==> config.mk <==
export PLATFORM = sky130hd
export DESIGN_NAME = grey_decade_counter
export DESIGN_NICKNAME = d
export VERILOG_FILES = /design/src/rtl/grey_pkg.sv /design/src/rtl/grey_digit.sv /design/src/rtl/grey_decade_counter.sv
export SDC_FILE = /design/constraint.sdc
export NUM_CORES = 1
export LEC_CHECK = 0
export BUFFER_PORTS_ARGS = -buffer_cell sky130_fd_sc_hd__buf_2
export CAP_MARGIN = 15
export CORE_UTILIZATION = 52
export DETAILED_ROUTE_END_ITERATION = 10
export PLACE_DENSITY = 0.83
export SLEW_MARGIN = 20
export SYNTH_ARGS = -nofsm -noshare
export SYNTH_HDL_FRONTEND = slang
export SYNTH_HIERARCHICAL = 1
export SYNTH_SLANG_ARGS = --single-unit
==> constraint.sdc <==
create_clock -name i_clk -period 3.5 [get_ports i_clk]
set_input_delay 0.35 -clock i_clk [delete_from_list [all_inputs] [get_ports i_clk]]
set_output_delay 0.35 -clock i_clk [all_outputs]
set_load 0.005 [all_outputs]
==> src/rtl/grey_pkg.sv <==
// Shared constants and helpers for the 5-bit single-bit-change decade code.
// Digit order G0..G9; one bit flips on every step, including G9 -> G0.
package grey_pkg;

   localparam int CODE_W = 5;

   localparam logic [CODE_W-1:0] G0 = 5'b00000;
   localparam logic [CODE_W-1:0] G1 = 5'b00001;
   localparam logic [CODE_W-1:0] G2 = 5'b00011;
   localparam logic [CODE_W-1:0] G3 = 5'b00010;
   localparam logic [CODE_W-1:0] G4 = 5'b00110;
   localparam logic [CODE_W-1:0] G5 = 5'b00100;
   localparam logic [CODE_W-1:0] G6 = 5'b01100;
   localparam logic [CODE_W-1:0] G7 = 5'b01000;
   localparam logic [CODE_W-1:0] G8 = 5'b11000;
   localparam logic [CODE_W-1:0] G9 = 5'b10000;

   // Invalid codes recover to G0 in either direction.
   function automatic logic [CODE_W-1:0] f_grey_next(input logic [CODE_W-1:0] code);
      case (code)
         G0:      return G1;
         G1:      return G2;
         G2:      return G3;
         G3:      return G4;
         G4:      return G5;
         G5:      return G6;
         G6:      return G7;
         G7:      return G8;
         G8:      return G9;
         default: return G0;
      endcase
   endfunction

   function automatic logic [CODE_W-1:0] f_grey_prev(input logic [CODE_W-1:0] code);
      case (code)
         G0:      return G9;
         G1:      return G0;
         G2:      return G1;
         G3:      return G2;
         G4:      return G3;
         G5:      return G4;
         G6:      return G5;
         G7:      return G6;
         G8:      return G7;
         G9:      return G8;
         default: return G0;
      endcase
   endfunction

   function automatic logic [3:0] f_grey_to_bcd(input logic [CODE_W-1:0] code);
      case (code)
         G0:      return 4'd0;
         G1:      return 4'd1;
         G2:      return 4'd2;
         G3:      return 4'd3;
         G4:      return 4'd4;
         G5:      return 4'd5;
         G6:      return 4'd6;
         G7:      return 4'd7;
         G8:      return 4'd8;
         G9:      return 4'd9;
         default: return 4'hF;
      endcase
   endfunction

   function automatic logic f_grey_is_term(input logic [CODE_W-1:0] code, input logic up);
      return up ? (code == G9) : (code == G0);
   endfunction

endpackage

==> src/rtl/grey_digit.sv <==
// One decade digit: load / step up / step down / hold, with terminal-code flag
// that feeds the ripple-enable of the next digit.
module grey_digit
   import grey_pkg::*;
(
   input  logic              i_clk,
   input  logic              i_rst,
   input  logic              i_step,
   input  logic              i_up,
   input  logic              i_load,
   input  logic [CODE_W-1:0] i_load_d,
   output logic [CODE_W-1:0] o_code,
   output logic              o_term
);

   always_ff @(posedge i_clk or posedge i_rst) begin
      if (i_rst)
         o_code <= G0;
      else if (i_load)
         o_code <= i_load_d;
      else if (i_step)
         o_code <= i_up ? f_grey_next(o_code) : f_grey_prev(o_code);
   end

   // Invalid codes never match G9/G0, so they block the ripple.
   assign o_term = f_grey_is_term(o_code, i_up);

endmodule

==> src/rtl/grey_decade_counter.sv <==
// N-digit decade counter in the single-bit-change code, up/down, load, wrap pulse.
// Define GREY_BCD_OUT_EN to add the combinational o_bcd decode port.
module grey_decade_counter
   import grey_pkg::*;
#(
   parameter int DIGITS = 2
) (
   input  logic                       i_clk,
   input  logic                       i_rst,
   input  logic                       i_en,
   input  logic                       i_up,
   input  logic                       i_load,
   input  logic [CODE_W*DIGITS-1:0]   i_load_d,
   output logic [CODE_W*DIGITS-1:0]   o_count,
   output logic                       o_zero,
   output logic                       o_wrap
`ifdef GREY_BCD_OUT_EN
   ,
   output logic [4*DIGITS-1:0]        o_bcd
`endif
);

   logic [DIGITS:0]   step;
   logic [DIGITS-1:0] term;
   logic [DIGITS-1:0] is_zero;

   assign step[0] = i_en;

   for (genvar k = 0; k < DIGITS; k++) begin : g_digit
      grey_digit u_digit (
         .i_clk    (i_clk),
         .i_rst    (i_rst),
         .i_step   (step[k]),
         .i_up     (i_up),
         .i_load   (i_load),
         .i_load_d (i_load_d[CODE_W*k +: CODE_W]),
         .o_code   (o_count[CODE_W*k +: CODE_W]),
         .o_term   (term[k])
      );

      assign step[k+1]  = step[k] & term[k];
      assign is_zero[k] = (o_count[CODE_W*k +: CODE_W] == G0);

`ifdef GREY_BCD_OUT_EN
      assign o_bcd[4*k +: 4] = f_grey_to_bcd(o_count[CODE_W*k +: CODE_W]);
`endif
   end

   assign o_zero = &is_zero;

   // Carry out of the top digit means every digit was terminal this edge.
   always_ff @(posedge i_clk or posedge i_rst) begin
      if (i_rst)
         o_wrap <= 1'b0;
      else
         o_wrap <= ~i_load & step[DIGITS];
   end

endmodule

==> results of run 1 <==
## metal layers
layer	track usage	up-vias	wire length, um
met2	0.405	35	842
li1	-	375	-
met3	0.0326	2	119
met1	0.388	357	851
met5	0	-	0
met4	0.100	0	19
## worst min-delay path: stages
cell and delay (ns):
buf_2 0.07, nand2_1 0.04, o311ai_1 0.06
## repair_timing
| item | CTS | global route |
|---|---|---|
| hold buffers | 1 | 0 |
| endpoints found under the hold margin | 1 | 0 |
| setup buffers | 0 | 0 |
| resized for setup | 0 | 0 |
## through the flow
step,power (mW),setup WS (ns),area [sq um]
3_5_place_dp,0.246,1.17,912
4_1_cts,0.335,1.14,948
3_3_place_gp,0.242,1.25,912
6_report,0.333,1.14,948
2_1_floorplan,0.212,1.36,778
5_1_grt,0.354,0.991,948
## registers in the layout (all words and copies together), names as in the netlist
signal and count:
g_digit.u_digit/o_code 10, o_wrap 1
## where the power goes
group | total [mW] | switching, mW | leakage (nW) | internal (mW)
Clock | 0.0878 | 0.0438 | 0.0150 | 0.0440
Combinational | 0.0832 | 0.0400 | 0.288 | 0.0432
Sequential | 0.162 | 0.0240 | 0.134 | 0.138
Total | 0.333 | 0.108 | 0.436 | 0.226
## layout by cell type (no fill, tap or decap), types with 4 or more instances in the layout
master,instances
a21oi_1,10
a311oi_1,4
and2b_2,4
buf_2,26
dfrtp_1,11
inv_1,9
nand2_1,4
nor3_1,6
nor3b_1,6
o21ai_0,4
xor2_1,4
## logic make-up (layout without fill, tap and decap cells)
group | after synthesis | in the layout | synth area share
AOI/OAI and AO/OA | 22 | 22 | 0.177
xor gates and xnor gates | 6 | 6 | 0.0675
buffers and inverters | 13 | 40 | 0.0627
DFF | 11 | 11 | 0.354
muxes | 4 | 4 | 0.0547
and+or+nand+nor | 31 | 31 | 0.285
## synthesized netlist by cell type (all sizes together)
library cell / count
dfrtp: 11
nor4b: 2
nand2: 4
clkbuf: 4
nor3b: 6
xnor2: 2
nor4: 1
inv: 9
or3b: 2
mux2: 2
a311oi: 4
a21oi: 10
or4: 4
and2b: 4
mux2i: 2
nor3: 6
o21ai: 4
o31ai: 2
xor2: 4
and3b: 1
and2: 1
o311ai: 2
## area by class of cell
cell class,count,area (sq um),share of cell area
repair buffers,27,140,0.148
clock buffers,4,26.3,0.0277
inverters,9,33.8,0.0356
multi-input cells,63,454,0.479
well taps,15,18.8,0.0198
flip-flops and latches,11,275,0.290
## worst paths after layout
check | from | end | slack, ns | depth (start not counted)
setup / recovery | g_digit[0].u_digit/o_code[3]$_DFFE_PP0P_ | g_digit[1].u_digit/o_code[1]$_DFFE_PP0P_ | 1.14 | 6
hold / removal | i_load_d[6] | g_digit[1].u_digit/o_code[1]$_DFFE_PP0P_ | 0.29 | 3
setup reg to reg | g_digit[0].u_digit/o_code[3]$_DFFE_PP0P_ | g_digit[1].u_digit/o_code[1]$_DFFE_PP0P_ | 1.14 | 6
hold reg to reg | g_digit[1].u_digit/o_code[0]$_DFFE_PP0P_ | g_digit[1].u_digit/o_code[2]$_DFFE_PP0P_ | 0.71 | 3
max in group asynchronous | i_rst | g_digit[1].u_digit/o_code[1]$_DFFE_PP0P_ | 2.77 | 3
min in group asynchronous | i_rst | o_wrap$_DFF_PP0_ | 0.48 | 3
==> out/summary.txt, run 1 <==
Outcome - complete, no violations
Post-synthesis sequential area ratio - 0.354
Synth Register Bits - 11
Clk buf depth - 2
Final WL - 1.83 mm
Max-cap violations - 0
Core area - 1350 sq um
Slew Limit Fails - 0
Diode count - 0
Avg Inst Size Synth - 8.95 sq um
# fillers - 103
Critical Path Max Stage Delay - 0.48 ns
Worst hold path class - in2reg
Hold_ws - 0.295 ns
Crit path max-delay family - simple AND/OR/NAND/NOR gates
Final ANT Viol Nets - 0
Mapped cell area - 778 sq um
CP Buf/Inv Count - 0
Final Setup Violations - 0
Slowest cell on crit path - or4_1
Crit path time final - 2.36 ns
Num CTS Buffers - 3
Yosys cell types - 23
Pwr dens - 352 nW/um^2
Worst EP arrival - 2.53 ns
Residual DRC count - 0
Depth of the CTS H-tree - 1
Synth warn - 6
CP max FO - 10
Port Buffer Count - 26
Post-Syn Instances - 87
Clk slew on worst S/H paths - 0.08 ns
Worst-Skew Late Latency - 0.26 ns
Vias in the first global route - 653
Final Wtd Congestion - 0.832
CTS tree - built
Drt first-iter violations - 16
Top post-synthesis cells by area - dfrtp_1 35%, a21oi_1 6.4%, nor3b_1 5.8%
Die area - 1660 sq um
Post-route insts no fill - 129
Fin Setup TNS - 0 ns
Grt ovf - 0
Chip Height - 40.7 um
Num Clock Sinks - 11
Core Util, Final - 0.703
CTS root buf - clkbuf_4
Vias per cell - 5.96
Synth-to-layout area growth - 21.9%
Type of element launching the critical path - register
Worst setup EP type - register
Layout Nets - 130
Final Cycle Share - 0.674
Drt pass-1 iters - 4
Synth top area share - 0.354
Final HPWL DP - 1.29 mm
Initial antenna violation count - 0
DR WL/cell - 14.2 um
DR vias - 769
Least-Margin Pin Slew - 0.402 ns
Largest net degree at the start of global routing - 26
First-pass GRT wire length - 2.99 mm
P_leak - 0.436 nW
Initial core utilization - 0.576
CP required - 3.67 ns
Dpl cells - 124
Final hold violations - 0
Number of placed I/O pins - 27
Syn nets - 102
Share of layout cells above drive strength 1 - 0.325
Fmax - 424 MHz
Slew HR - 0.732
Die Width - 40.7 um
Worst VDD drop - 0.184 mV
Crit path cell chain - nor3_1 > nor3b_1 > and2_1 > or3b_1 > or4_1 > o311ai_1
RSZ-0062 raised after global routing - false
Overall routing resource usage - 0.268
Setup CP Type - reg2reg
Clk_skew - 0.00598 ns
Cell taking the most area after synthesis - dfrtp_1
# rows - 13
Power figures use the tool's default switching activity.
==> run 2: changes to the inputs <==
Settings changed: CORE_UTILIZATION 52 to 48, PLACE_DENSITY 0.83 to 0.77.
Clock period 3.5 ns to 2.5 ns, I/O delays scaled along.
==> out/summary.txt, run 2 (synthesis gave the netlist of run 1 again) <==
Share of layout cells above drive strength 1 - 0.330
Initial core utilization - 0.517
Vias per cell - 5.82
CP Buf/Inv Count - 0
Grt ovf - 0
Worst VDD drop - 0.332 mV
Port Buffer Count - 26
# rows - 14
CTS root buf - clkbuf_4
Diode count - 0
Layout Nets - 131
Largest net degree at the start of global routing - 26
Biggest regs - g_digit.u_digit/o_code: 10 flops, o_wrap: 1 flops
Final Cycle Share - 0.891
Num Clock Sinks - 11
Register name with the most flops - g_digit.u_digit/o_code
Setup CP Type - reg2reg
Worst setup EP type - register
Drt pass-1 iters - 4
CTS tree - built
DR WL/cell - 14.3 um
Final HPWL DP - 1.34 mm
DR vias - 763
Initial antenna violation count - 0
Chip Height - 42.3 um
CP max FO - 8
Die area - 1790 sq um
Slowest cell on crit path - or4_1
Final ANT Viol Nets - 0
Fin Setup TNS - 0 ns
Drt first-iter violations - 8
Num CTS Buffers - 3
Clk_skew - 0.000614 ns
Core Util, Final - 0.635
Crit path max-delay family - simple AND/OR/NAND/NOR gates
Max FFs per register - 10
Crit path time final - 2.23 ns
Overall routing resource usage - 0.224
Worst hold path class - in2reg
Worst-Skew Late Latency - 0.26 ns
Vias in the first global route - 697
Depth of the CTS H-tree - 1
Fmax - 449 MHz
Least-Margin Pin Slew - 0.408 ns
Post CTS Setup Buffer Count - 0
Crit path cell chain - nor3_1 > nor3b_1 > and2_1 > or3b_1 > or4_1 > o311ai_1
Commonest non-fill, non-tap cell in the layout - buf_2
RSZ-0062 raised after global routing - false
Final Setup Violations - 0
Leading cell types in the layout, fill and taps excluded - 26 x buf_2, 11 x dfrtp_1, 10 x a21oi_1
Max-cap violations - 0
Die Width - 42.3 um
Synth-to-layout area growth - 23.0%
P_leak - 0.442 nW
Final WL - 1.88 mm
Slew HR - 0.728
Residual DRC count - 0
First-pass GRT wire length - 3.13 mm
Core area - 1510 sq um
Outcome - complete, no violations
Final Wtd Congestion - 0.856
Final hold violations - 0
Clk slew on worst S/H paths - 0.07 ns
Pwr dens - 485 nW/um^2
Type of element launching the critical path - register
Clk buf depth - 2
Slew Limit Fails - 0
CP required - 2.66 ns
Worst EP arrival - 2.38 ns
Critical Path Max Stage Delay - 0.49 ns
Number of placed I/O pins - 27
[run 2: metrics by stage]
step / worst slack [ns] / instance area [sq um] / power, mW / hold slack [ns] / std cells
3_3_place_gp: 0.484 / 921 / 0.341 / 0.101 / 126
5_1_grt: 0.187 / 957 / 0.493 / 0.216 / 131
2_1_floorplan: 0.400 / 778 / 0.297 / -0.0213 / 87
3_5_place_dp: 0.335 / 921 / 0.346 / 0.107 / 126
4_1_cts: 0.308 / 957 / 0.469 / 0.201 / 131
6_report: 0.272 / 957 / 0.464 / 0.211 / 131
[run 2: path summary, 6_finish.rpt]
path                            cells after the start                                        to  slack (ns)                                      from
worst max-delay path                                6  g_digit[1].u_digit/o_code[1]$_DFFE_PP0P_        0.27  g_digit[0].u_digit/o_code[3]$_DFFE_PP0P_
worst min-delay path                                3  g_digit[1].u_digit/o_code[3]$_DFFE_PP0P_        0.21                               i_load_d[8]
worst max register to register                      6  g_digit[1].u_digit/o_code[1]$_DFFE_PP0P_        0.27  g_digit[0].u_digit/o_code[3]$_DFFE_PP0P_
worst min register to register                      3  g_digit[1].u_digit/o_code[3]$_DFFE_PP0P_        0.71  g_digit[1].u_digit/o_code[2]$_DFFE_PP0P_
max in group asynchronous                           3  g_digit[1].u_digit/o_code[1]$_DFFE_PP0P_        1.88                                     i_rst
min in group asynchronous                           3                          o_wrap$_DFF_PP0_        0.38                                     i_rst
[run 2: routing by layer]
layer / GRT usage / share of wire / vias up / routed length, um
met2: 0.348 / 0.47 / 24 / 883
met1: 0.321 / 0.48 / 359 / 894
li1: - / - / 376 / -
met3: 0.0345 / 0.043 / 4 / 80
met5: 0 / 0 / - / 0
met4: 0.0688 / 0.011 / 0 / 21
[run 2: tightest hold or removal path, stage by stage]
cell	delay, ns
buf_2	0.07
a21oi_1	0.05
o21ai_0	0.06
[run 2: power breakdown]
| group | switching [mW] | total, mW | internal, mW |
|---|---|---|---|
| clock network | 0.0584 | 0.120 | 0.0615 |
| registers | 0.0350 | 0.229 | 0.194 |
| logic | 0.0547 | 0.116 | 0.0612 |
| total | 0.148 | 0.464 | 0.316 |
[run 2: final cells by class]
type | count | area, sq um
clock buffers | 4 | 26.3
multi-input cells | 63 | 454
repair buffers | 28 | 148
flip-flops and latches | 11 | 275
well taps | 16 | 20.0
inverters | 9 | 33.8
fillers | 142 | 549
[run 2: timing repair]
action	4_1_cts	5_1_grt
hold endpoints to repair	11	0
hold buffers	1	0
gates resized for setup	0	0
